<file path="config.mk">
export PLATFORM = sky130hd
export DESIGN_NAME = matrix_frame_reader
export DESIGN_NICKNAME = d
export VERILOG_FILES = /design/src/rtl/matrix_frame_reader.sv
export SDC_FILE = /design/constraint.sdc
export NUM_CORES = 1
export LEC_CHECK = 0
export BUFFER_PORTS_ARGS = -buffer_cell sky130_fd_sc_hd__buf_2
export CAP_MARGIN = 5
export CORE_MARGIN = 2
export CORE_UTILIZATION = 30
export CTS_BUF_LIST = sky130_fd_sc_hd__clkbuf_8 sky130_fd_sc_hd__clkbuf_16
export CTS_CLUSTER_DIAMETER = 30
export DETAILED_ROUTE_END_ITERATION = 8
export PLACE_DENSITY = 0.62
export SLEW_MARGIN = 40
export SYNTH_ARGS = -nofsm -noshare
export SYNTH_HDL_FRONTEND = slang
export SYNTH_SLANG_ARGS = --single-unit
</file>
<file path="constraint.sdc">
create_clock -name I_clk -period 2.5 [get_ports I_clk]
set_input_delay 0.125 -clock I_clk [delete_from_list [all_inputs] [get_ports I_clk]]
set_output_delay 0.125 -clock I_clk [all_outputs]
set_load 0.01 [all_outputs]
</file>
<file path="src/rtl/matrix_frame_reader.sv">
`default_nettype none
// ============================================================================
//  Module      : matrix_frame_reader
//  Description : Read-side engine of the LED-matrix frame double buffer.
//                For each byte address of the readable buffer half, it issues
//                one read strobe. It then captures one byte per channel and
//                shifts every channel's byte out MSB first on its own MOSI
//                line, using a shared SCK (mode 0) and a shared CS_n.
//  Revision    : 1.0  initial release
// ----------------------------------------------------------------------------
//  Ports
//    I_clk          system clock, also the buffer read clock
//    I_rst_n        asynchronous active-low reset
//    I_data_valid   buffer holds a complete frame
//    I_frame_start  request one frame (only looked at while idle)
//    O_read_enable  one-cycle read strobe per byte address
//    O_adb_flat     read address replicated into every channel slice
//    I_dout_flat    read data, channel c in bits [c*8+7:c*8]
//    O_spi_sck      shared SPI clock, idle low
//    O_spi_cs_n     shared chip select, low for the whole frame
//    O_spi_mosi     per-channel serial data, MSB first
//    O_busy         frame in progress
//    O_frame_done   one-cycle pulse at end of frame
// ============================================================================
module matrix_frame_reader #(
  parameter int CHANNELS          = 12,
  parameter int BYTES_PER_CHANNEL = 2250,
  parameter int ADDR_W            = $clog2(BYTES_PER_CHANNEL),
  parameter int READ_LATENCY      = 2,
  parameter int CLK_DIV           = 4
) (
  input  logic                       I_clk,
  input  logic                       I_rst_n,
  input  logic                       I_data_valid,
  input  logic                       I_frame_start,
  output logic                       O_read_enable,
  output logic [CHANNELS*ADDR_W-1:0] O_adb_flat,
  input  logic [CHANNELS*8-1:0]      I_dout_flat,
  output logic                       O_spi_sck,
  output logic                       O_spi_cs_n,
  output logic [CHANNELS-1:0]        O_spi_mosi,
  output logic                       O_busy,
  output logic                       O_frame_done
);

  // Counter widths are kept at least one bit so that a divider or latency
  // of 1 still gives a legal (always-zero) counter.
  localparam int DIV_W  = (CLK_DIV > 1)      ? $clog2(CLK_DIV)      : 1;
  localparam int WAIT_W = (READ_LATENCY > 1) ? $clog2(READ_LATENCY) : 1;

  localparam logic [DIV_W-1:0]  c_div_last  = DIV_W'(CLK_DIV - 1);
  localparam logic [WAIT_W-1:0] c_wait_init = WAIT_W'(READ_LATENCY - 1);
  localparam logic [ADDR_W-1:0] c_addr_last = ADDR_W'(BYTES_PER_CHANNEL - 1);

  typedef enum logic [2:0] {
    S_IDLE  = 3'd0,
    S_FETCH = 3'd1,
    S_WAIT  = 3'd2,
    S_SHIFT = 3'd3,
    S_DONE  = 3'd4
  } state_t;

  state_t                   r_state;
  logic [ADDR_W-1:0]        r_addr;
  logic [WAIT_W-1:0]        r_wait;
  logic [DIV_W-1:0]         r_div;
  logic [2:0]               r_bit;
  logic [CHANNELS-1:0][7:0] r_shreg;
  logic                     r_sck;
  logic                     r_cs_n;
  logic [CHANNELS-1:0]      r_mosi;
  logic                     r_re;
  logic                     r_busy;
  logic                     r_done;

  always_ff @(posedge I_clk or negedge I_rst_n) begin
    if (!I_rst_n) begin
      r_state <= S_IDLE;
      r_addr  <= '0;
      r_wait  <= '0;
      r_div   <= '0;
      r_bit   <= '0;
      r_shreg <= '0;
      r_sck   <= 1'b0;
      r_cs_n  <= 1'b1;
      r_mosi  <= '0;
      r_re    <= 1'b0;
      r_busy  <= 1'b0;
      r_done  <= 1'b0;
    end else begin
      // Strobes default low; the branches below raise them for one cycle.
      r_re   <= 1'b0;
      r_done <= 1'b0;
      case (r_state)
        S_IDLE: begin
          r_addr <= '0;
          r_sck  <= 1'b0;
          r_cs_n <= 1'b1;
          r_mosi <= '0;
          r_busy <= 1'b0;
          if (I_frame_start && I_data_valid) begin
            r_state <= S_FETCH;
            r_re    <= 1'b1;
            r_cs_n  <= 1'b0;
            r_busy  <= 1'b1;
          end
        end

        S_FETCH: begin
          // The strobe cycle is the first of the READ_LATENCY wait cycles.
          r_state <= S_WAIT;
          r_wait  <= c_wait_init;
        end

        S_WAIT: begin
          if (r_wait == '0) begin
            // Read data is valid now: capture every channel and present
            // bit 7 together with the first low SCK phase.
            r_shreg <= I_dout_flat;
            for (int c = 0; c < CHANNELS; c++) begin
              r_mosi[c] <= I_dout_flat[c*8+7];
            end
            r_state <= S_SHIFT;
            r_div   <= '0;
            r_bit   <= 3'd7;
            r_sck   <= 1'b0;
          end else begin
            r_wait <= r_wait - WAIT_W'(1);
          end
        end

        S_SHIFT: begin
          if (r_div == c_div_last) begin
            r_div <= '0;
            if (!r_sck) begin
              r_sck <= 1'b1;
            end else if (r_bit != 3'd0) begin
              // End of a high phase: MOSI only moves here, at the start of
              // the next low phase, so it is settled at each rising edge.
              r_sck <= 1'b0;
              r_bit <= r_bit - 3'd1;
              for (int c = 0; c < CHANNELS; c++) begin
                r_mosi[c]  <= r_shreg[c][6];
                r_shreg[c] <= {r_shreg[c][6:0], 1'b0};
              end
            end else begin
              // Bit 0 is complete; CS_n remains low between bytes.
              r_sck  <= 1'b0;
              r_mosi <= '0;
              if (r_addr == c_addr_last) begin
                r_state <= S_DONE;
                r_cs_n  <= 1'b1;
                r_done  <= 1'b1;
              end else begin
                r_addr  <= r_addr + ADDR_W'(1);
                r_state <= S_FETCH;
                r_re    <= 1'b1;
              end
            end
          end else begin
            r_div <= r_div + DIV_W'(1);
          end
        end

        S_DONE: begin
          r_state <= S_IDLE;
          r_addr  <= '0;
          r_busy  <= 1'b0;
        end

        default: begin
          r_state <= S_IDLE;
        end
      endcase
    end
  end

  assign O_read_enable = r_re;
  assign O_adb_flat    = {CHANNELS{r_addr}};
  assign O_spi_sck     = r_sck;
  assign O_spi_cs_n    = r_cs_n;
  assign O_spi_mosi    = r_mosi;
  assign O_busy        = r_busy;
  assign O_frame_done  = r_done;

endmodule
`default_nettype wire

</file>
# Word level (Yosys, flattened, before mapping)
# Cells that the tools add are included.
dict set report classes {
  n_reduce_logical 17
  add_sub_neg 4
  eq_ne 14
  n_mux 54
}
# op count
set ops {}
lappend ops {{95-bit 2-to-1 mux} 4}
lappend ops {{95-bit one-hot mux with 2 select lines} 1}
lappend ops {{12-bit 2-to-1 mux} 8}
lappend ops {{12-bit one-hot mux with 3 select lines} 1}
lappend ops {{3-bit 2-to-1 mux} 10}
lappend ops {{12-bit one-hot mux with 2 select lines} 1}
lappend ops {{5-bit AND reduction} 4}
lappend ops {{1-bit 2-to-1 mux} 19}
lappend ops {{2-bit != test, second input constant} 8}
lappend ops {{12-bit by 1-bit adder with 12-bit output, second input constant} 1}
lappend ops {{12-bit equality test, second input constant} 1}
lappend ops {{3-bit one-hot mux with 4 select lines} 1}
lappend ops {{2-bit nonzero test} 5}
lappend ops {{1-bit one-hot mux with 2 select lines} 4}
lappend ops {{3-bit by 2-bit equality test with 1-bit output, second input constant} 2}
lappend ops {{3-bit one-hot mux with 2 select lines} 1}
lappend ops {{3-bit nonzero test} 2}
lappend ops {{2-bit 2-to-1 mux} 2}
lappend ops {{2-bit one-hot mux with 2 select lines} 1}
lappend ops {{4-bit AND reduction} 1}
lappend ops {{3-bit by 1-bit equality test with 1-bit output, second input constant} 1}
lappend ops {{3-bit equality test, second input constant} 1}
lappend ops {{3-bit logical NOT} 1}
lappend ops {{1-bit one-hot mux with 3 select lines} 1}
lappend ops {{8 further kinds} 8}
dict set report totals {
  register_bits 122
  output_inout_bits 161
  word_cells 112
  input_bits 100
}

# Longest topological paths before layout
# Gate-level depths: netlist of run 1.
dict set report logic_depth {
  word_depth 6
  depth_mapped 8
  ltp_nobuf 7
}

# Worst setup path after synthesis of run 1
# Ideal clock, no wire load.
dict set report synth_timing {
  path_type {register to register}
  startpoint {reg r_addr[5]}
  endpoint {reg r_addr[9]}
  t_required_ps 2374
  n_path_buf 1
  path_slack_ps 240
  period_less_slack_ps 2260
  setup_time_ps 126
  t_arrival_ps 2134
  stages_incl_launch_ff 6
  path_cell_list {dfrtp_1 -> or4_1 -> or4_4 -> buf_6 -> and4_1 -> a221o_1}
}
dict set report synth_between {
  elab_chain_len 6
  word_cells_on_any_way 9
  cone_classes {add/sub (1); eq/ne (2); mux (5); reduce/logical (1)}
}
# element line
set synth_rtl {}
lappend synth_rtl {{start: declaration} 64} ;# logic [ADDR_W-1:0] r_addr;
lappend synth_rtl {{start signal: assignment} 155} ;# r_addr <= r_addr + ADDR_W'(1);
lappend synth_rtl {{12-bit by 1-bit adder with 12-bit output} 155}
lappend synth_rtl {{12-bit 2-to-1 mux} 150} ;# if (r_addr == c_addr_last) begin
lappend synth_rtl {{12-bit 2-to-1 mux} 137} ;# end else if (r_bit != 3'd0) begin
lappend synth_rtl {{12-bit 2-to-1 mux} 135} ;# if (!r_sck) begin
lappend synth_rtl {{12-bit 2-to-1 mux} 133} ;# if (r_div == c_div_last) begin
lappend synth_rtl {{12-bit one-hot mux with 2 select lines} 94} ;# case (r_state)
# Several ways; a longest one is shown, not always the timed one. The select of a mux whose other input is x is not followed.
# A chain may end at the register's enable or synchronous reset.

# Final worst setup path of run 1
dict set report layout_timing {
  startpoint {reg r_bit[0]}
  endpoint {reg r_shreg[62] in the netlist's numbering}
}
dict set report layout_between {
  elab_chain_len 3
}
# element line
set layout_rtl {}
lappend layout_rtl {{start: declaration} 67} ;# logic [2:0] r_bit;
lappend layout_rtl {{start signal: assignment} 141} ;# r_bit <= r_bit - 3'd1;
lappend layout_rtl {{3-bit nonzero test} 137}
lappend layout_rtl {{2-bit != test (no line)} -}
lappend layout_rtl {{5-bit AND reduction (no line)} -}
lappend layout_rtl {{end signal: assignment} 119} ;# r_shreg <= I_dout_flat;
lappend layout_rtl {{end signal: indexed assignment} 144} ;# r_shreg[c] <= {r_shreg[c][6:0], 1'b0};
lappend layout_rtl {{end: declaration} 68} ;# logic [CHANNELS-1:0][7:0] r_shreg;
# No other way between the ends.

==> impl_metrics.csv, run 1 <==
group,metric,value,unit
global_routing,grt_pass1_vias,5452,
sta,setup_tns,0,ps
clock_tree,clkSinkCount,122,
sta,skew,13.0,ps
finish,fin_cells,1263,
power,power.density,562,nW/um^2
clock_tree,path_clk_slew,50,ps
global_routing,grt_use_total,15.2,%
status,status,"complete, no violations",
floorplanning,io_pins,261,
clock_tree,cts_tree,"yes",
placed_design,placed_cell_area,7320,um^2
detailed_routing,drtIter0Drc,336,
floorplanning,dieArea,23000,um^2
sta,hold_viol,0,
setup_path,max_stage_delay,650,ps
run,drv_cap,0,
logic_synthesis,ys_ff_latch,122,
detailed_routing,drtAntennaViolNets,0,
finish,final_nets,1075,
power,p_int,0.00396,W
finish,final_cell_mix,"buf_2 (259), nand2_1 (170), dfrtp_1 (121), dlygate4sd3_1 (91), nor2_1 (81)",
sta,setup_viol,0,
floorplanning,fp-row-count,54,
floorplanning,core_region_area,21600,um^2
sta,timing.final.crit_period,2170,ps
global_routing,grt_pass1_wl,27.3,mm
sta,slew_headroom,54.9,%
sta,final.period_utilization,87.0,%
clock_tree,clockBufferDepth,2,
setup_path,cp_cell_sequence,"inv_1 -> ha_1 -> ha_1 -> a2111oi_4 -> buf_4 -> nor2_1 -> a31oi_1",
setup_path,cp.required,2830,ps
logic_synthesis,synth-main-ff-cell,"dfrtp_1",
power,leakage,4.49,nW
setup_path,crit_path_end_kind,"flip-flop",
setup_path,crit_type,"flip-flop to flip-flop",
logic_synthesis,synth_nets,852,
detailed_routing,drtPass1Iterations,7,
setup_path,worstPathMaxFanout,24,
setup_path,cp-start-kind,"flip-flop",
clock_tree,root_buffer,"clkbuf_16",
floorplanning,die_w,152,um
global_routing,grt_max_degree,74,
logic_synthesis,ys_async_sr_fraction,100,%
floorplanning,fp.dieH,152,um
setup_path,rrSetupSlack,330,ps
finish,register_area,3050,um^2
power,swShare,20.7,%
detailed_routing,postRouteWirelength,17.4,mm
logic_synthesis,ys_types,44,
detailed_routing,vias,5835,
clock_tree,cts_buffers,17,
sta,fmax,0.460,GHz
setup_path,critPathTopFamily,"compound AO/OA/AOI/OAI gates",
logic_synthesis,ys_warn_count,0,
sta,maxSlewViolCount,0,
setup_path,arrival,2500,ps
logic_synthesis,syn_avg_cell_area,8.75,um^2
power,power.share.clock,53.4,%
setup_path,slowest_stage,"a2111oi_4",
placed_design,portBuffers,260,
finish,layout_commonest_cell,"buf_2",
clock_tree,clk_latency,420,ps
finish,nFillCells,2105,
global_routing,overflow,0,
power,power_frac_seq,40.6,%
sta,rsz0062_at_grt,"no",
logic_synthesis,synth_edf_count,0,
finish,finish.utilization,41.0,%
setup_path,cp_common_cell,"ha_1",
setup_path,path_buf_inv,2,
finish,multi_input_area,2300,um^2
sta,tightest_slew,676,ps
power,vdd_drop_max,0.414,mV
finish,final_cell_area,8870,um^2
min_path,min_path_type,"primary input to flip-flop",
clock_tree,cts_setup_buffers,0,
placed_design,place_congestion,0.762,
power,pwr-share-comb,6.1,%
finish,drive_gt1_share,33.6,%
placed_design,dp_cells,1140,
floorplanning,initial_core_util,30.2,%
detailed_routing,wl_per_cell,13.8,um
detailed_routing,drc_errors,0,
logic_synthesis,netlist_area,6540,um^2
detailed_routing,vias_per_cell,4.62,
logic_synthesis,synthCells,747,
clock_tree,cts.htree.levels,4,
global_routing,antenna_found_initial,1,
finish,area_delta_synth_final,35.7,%
placed_design,hpwl,11.5,mm
power,switching_power,0.00103,W
logic_synthesis,synth.yosys.seq_area_share,46.7,%
-- what timing repair did --
item	CTS	global route
hold buffers	91	0
hold endpoints to repair	127	0
gates resized for setup	0	0
-- state kept, by name (all words and copies together) (netlist names) --
register,flops
O_busy,1
O_frame_done,1
r_addr,12
O_read_enable,1
r_state,3
O_spi_mosi,12
r_shreg,84
O_spi_cs_n,1
r_div,2
r_bit,3
O_spi_sck,1
r_wait,1
-- cells in the mapped netlist (2+ instances only) --
| master | number | area [um^2] |
|---|---|---|
| a22oi_1 | 2 | 15.0 |
| nand4_1 | 6 | 37.5 |
| a222oi_1 | 6 | 60.1 |
| a221o_1 | 2 | 20.0 |
| o21bai_1 | 2 | 15.0 |
| ha_1 | 5 | 62.6 |
| buf_2 | 8 | 40.0 |
| nand2b_1 | 2 | 12.5 |
| clkbuf_1 | 33 | 124 |
| a22o_1 | 15 | 131 |
| mux2i_1 | 10 | 100 |
| or3_1 | 3 | 18.8 |
| a31oi_1 | 72 | 450 |
| buf_4 | 132 | 991 |
| nor2_1 | 82 | 308 |
| a21o_1 | 2 | 15.0 |
| nand3_1 | 6 | 30.0 |
| inv_1 | 11 | 41.3 |
| or2_2 | 3 | 18.8 |
| nor2b_1 | 8 | 50.1 |
| nor3_1 | 4 | 20.0 |
| o21ai_0 | 11 | 55.1 |
| nand2_1 | 170 | 638 |
| a21oi_1 | 9 | 45.0 |
| and4_1 | 3 | 26.3 |
| and3_1 | 2 | 12.5 |
| dfrtp_1 | 121 | 3030 |
-- per-layer routing --
metal | GRT usage [%] | up-vias | wire length [um]
li1 | - | 2829 | -
met1 | 18.1 | 2746 | 7200
met2 | 26.7 | 242 | 8750
met3 | 4.19 | 18 | 1270
met4 | 4.72 | 0 | 223
met5 | 0 | - | 0
-- final timing paths --
path	from	end	cells after the start
max	r_bit[0]$_DFFE_PN0P_	r_shreg[62]$_DFFE_PN0P_	7
min	I_dout_flat[79]	O_spi_mosi[9]$_DFFE_PN0P_	4
max reg2reg	r_bit[0]$_DFFE_PN0P_	r_shreg[62]$_DFFE_PN0P_	7
min reg2reg	O_spi_mosi[9]$_DFFE_PN0P_	O_spi_mosi[9]$_DFFE_PN0P_	2
max in group asynchronous	I_rst_n	O_spi_mosi[10]$_DFFE_PN0P_	3
min in group asynchronous	I_rst_n	r_shreg[9]$_DFFE_PN0P_	2
-- stage by stage --
stage          hold slack (ps)  setup slack (ps)  power (W)
2_1_floorplan             -171               240    0.00209
3_3_place_gp               151               390    0.00225
3_5_place_dp               153               328    0.00225
4_1_cts                    104               308    0.00503
5_1_grt                    149               173    0.00516
6_report                   113               326    0.00499
-- power by group through the flow --
stage	Sequential, W	Combinational (W)	Clock (W)
after floorplan	0.00206	0.0000357	0
after global placement	0.00206	0.000188	0
after detailed placement	0.00206	0.000189	0
after CTS	0.00202	0.000301	0.00270
after global routing	0.00203	0.000333	0.00280
final	0.00202	0.000304	0.00266
-- tightest hold or removal path, cell delays in order --
cell and delay [ps]:
buf_2 70, nor2b_1 120, a21oi_1 50, o21ai_0 120
-- final cells by class --
cell class,instances,share of cell area [%]
flip-flops and latches,122,34.4
repair buffers,378,27.9
multi-input cells,440,25.9
clock buffers,21,5.41
well taps,280,3.95
clock inverters,10,1.83
inverters,11,0.465
diodes,1,0.0282
-- kinds of logic after synthesis --
family,synth area share (%)
buffers and inverters,18.5
XOR/XNOR,0.268
multiplexers,1.70
AND/OR/NAND/NOR,19.1
AO/OA/AOI/OAI,12.8
adder cells (fa/ha/maj),0.957
flip-flops,46.7
Power figures use the tool's default switching activity.
==> inputs of run 2 (changes only) <==
Settings changed: BUFFER_PORTS_ARGS -buffer_cell sky130_fd_sc_hd__buf_2 to -buffer_cell sky130_fd_sc_hd__buf_4, CTS_CLUSTER_SIZE from default to 12.
==> run 2 against run 1 <==
Effect of this change:
- first-iteration DRC count increased by 25%
- sequential power about the same
- via count decreased by 1.4%
- design area increased by 6.1%
- cell count decreased by 0.79%
- critical endpoint is now r_shreg[33]$_DFFE_PN0P_
- sequential share of layout area decreased by 2.0 points
- critical path type unchanged
- clock skew increased by 3.1 ps
- count of clock-buffer cells in the layout decreased by 2
- combinational power increased by 14%
- critical path depth unchanged
- power decreased by 0.27%
- global-route usage increased by 0.36 points
==> impl_metrics.csv, run 2 (synthesis results as in run 1) <==
group,metric,value,unit
status,status,"complete, no violations",
floorplanning,die_w,152,um
sta,timing.final.crit_period,2210,ps
floorplanning,initial_core_util,30.2,%
sta,hold_viol,0,
placed_design,place_congestion,0.779,
detailed_routing,postRouteWirelength,17.9,mm
placed_design,portBuffers,260,
setup_path,crit_path_end_kind,"flip-flop",
global_routing,grt-busiest-layer,"met2",
clock_tree,clkSinkCount,122,
run,drv_cap,0,
detailed_routing,vias_per_cell,4.59,
global_routing,antenna_found_initial,1,
floorplanning,io_pins,261,
setup_path,arrival,2530,ps
finish,drive_gt1_share,33.3,%
power,vdd_drop_max,0.477,mV
setup_path,worstPathMaxFanout,144,
clock_tree,cts_tree,"yes",
sta,setup_tns,0,ps
placed_design,hpwl,11.7,mm
detailed_routing,drtAntennaViolNets,0,
floorplanning,dieArea,23000,um^2
global_routing,grt_use_met1,19.2,%
detailed_routing,vias,5754,
finish,top_register,"r_shreg",
finish,final_cell_mix,"buf_4 (278), nand2_1 (170), dfrtp_1 (121), dlygate4sd3_1 (85), nor2_1 (81)",
clock_tree,path_clk_slew,60,ps
floorplanning,fp-row-count,54,
finish,nFillCells,2078,
detailed_routing,wl_per_cell,14.3,um
min_path,min_from,"I_dout_flat[69]",
global_routing,grt_util_met2,27.3,%
setup_path,rr_startpoint,"r_bit[0]$_DFFE_PN0P_",
sta,tightest_slew,609,ps
finish,area_delta_synth_final,44.0,%
global_routing,grt_use_total,15.6,%
setup_path,cp-start-kind,"flip-flop",
clock_tree,cts_setup_buffers,0,
clock_tree,root_buffer,"clkbuf_16",
sta,skew,16.1,ps
sta,fmax,0.453,GHz
sta,whs,14.2,ps
clock_tree,clockBufferDepth,2,
global_routing,grt_max_degree,145,
global_routing,use_met3,3.95,%
finish,layout_commonest_cell,"buf_4",
setup_path,startpoint,"r_bit[0]$_DFFE_PN0P_",
sta,slew_headroom,59.4,%
sta,setup_viol,0,
clock_tree,hold_buffers,85,
global_routing,grt_pass1_wl,27.7,mm
power,power.density,529,nW/um^2
floorplanning,core_region_area,21600,um^2
detailed_routing,drtPass1Iterations,6,
clock_tree,clk_latency,410,ps
sta,maxSlewViolCount,0,
clock_tree,cts_resized,0,
detailed_routing,drtIter0Drc,421,
sta,final.period_utilization,88.4,%
setup_path,crit_type,"flip-flop to flip-flop",
sta,rsz0062_at_grt,"no",
min_path,min_path_type,"primary input to flip-flop",
detailed_routing,drc_errors,0,
clock_tree,cts_buffers,17,
power,leakage,4.52,nW
global_routing,overflow,0,
floorplanning,fp.dieH,152,um
clock_tree,cts.htree.levels,4,
finish,largest_reg_flops,84,
global_routing,grt_pass1_vias,5339,
setup_path,cp.required,2820,ps
finish,final_nets,1065,
-- run 2: metal layers --
metal / routed length [um] / up-vias
li1: - / 2815
met1: 7320 / 2689
met2: 8880 / 241
met3: 1520 / 9
met4: 145 / 0
met5: 0 / -
-- run 2: cell type report --
type | count | area, um^2 | share of cell area, %
antenna | 1 | 2.50 | 0.0266
clock inverter | 12 | 174 | 1.85
multi-input combinational | 440 | 2300 | 24.5
tap | 280 | 350 | 3.72
timing repair buffer | 368 | 3040 | 32.3
sequential | 122 | 3050 | 32.4
clock buffer | 19 | 453 | 4.81
inverter | 11 | 41.3 | 0.439
-- run 2: path summary, 6_finish.rpt --
kind	to	slack, ps	cells past startpoint
setup / recovery	r_shreg[33]$_DFFE_PN0P_	290	7
hold / removal	r_shreg[69]$_DFFE_PN0P_	10	3
setup reg to reg	r_shreg[33]$_DFFE_PN0P_	290	7
hold reg to reg	O_busy$_DFFE_PN0N_	480	2
max in group asynchronous	O_spi_cs_n$_DFFE_PN1P_	1510	3
min in group asynchronous	r_shreg[8]$_DFFE_PN0P_	260	2
-- run 2: report_power, final --
group	switching, W	total [W]	internal [W]
Sequential	0.0000182	0.00202	0.00201
Clock	0.000892	0.00260	0.00171
Combinational	0.000125	0.000348	0.000224
-- run 2: stage by stage --
step                instance area (um^2)  utilization, %  std cells  worst slack, ps  power (W)
floorplan                           6540               -        747              240    0.00209
global placement                    7940            36.7       1136              359    0.00230
detailed placement                  7940            36.7       1136              340    0.00230
CTS                                 9410            43.5       1252              344    0.00503
global route                        9420            43.5       1253              126    0.00515
finish                              9420            43.5       1253              291    0.00498
-- run 2: critical path: stages (launching register included) --
cell	delay [ps]
dfrtp_1	320
inv_1	60
ha_1	200
ha_1	270
a2111oi_4	420
buf_12	450
nor2_1	120
a31oi_1	200
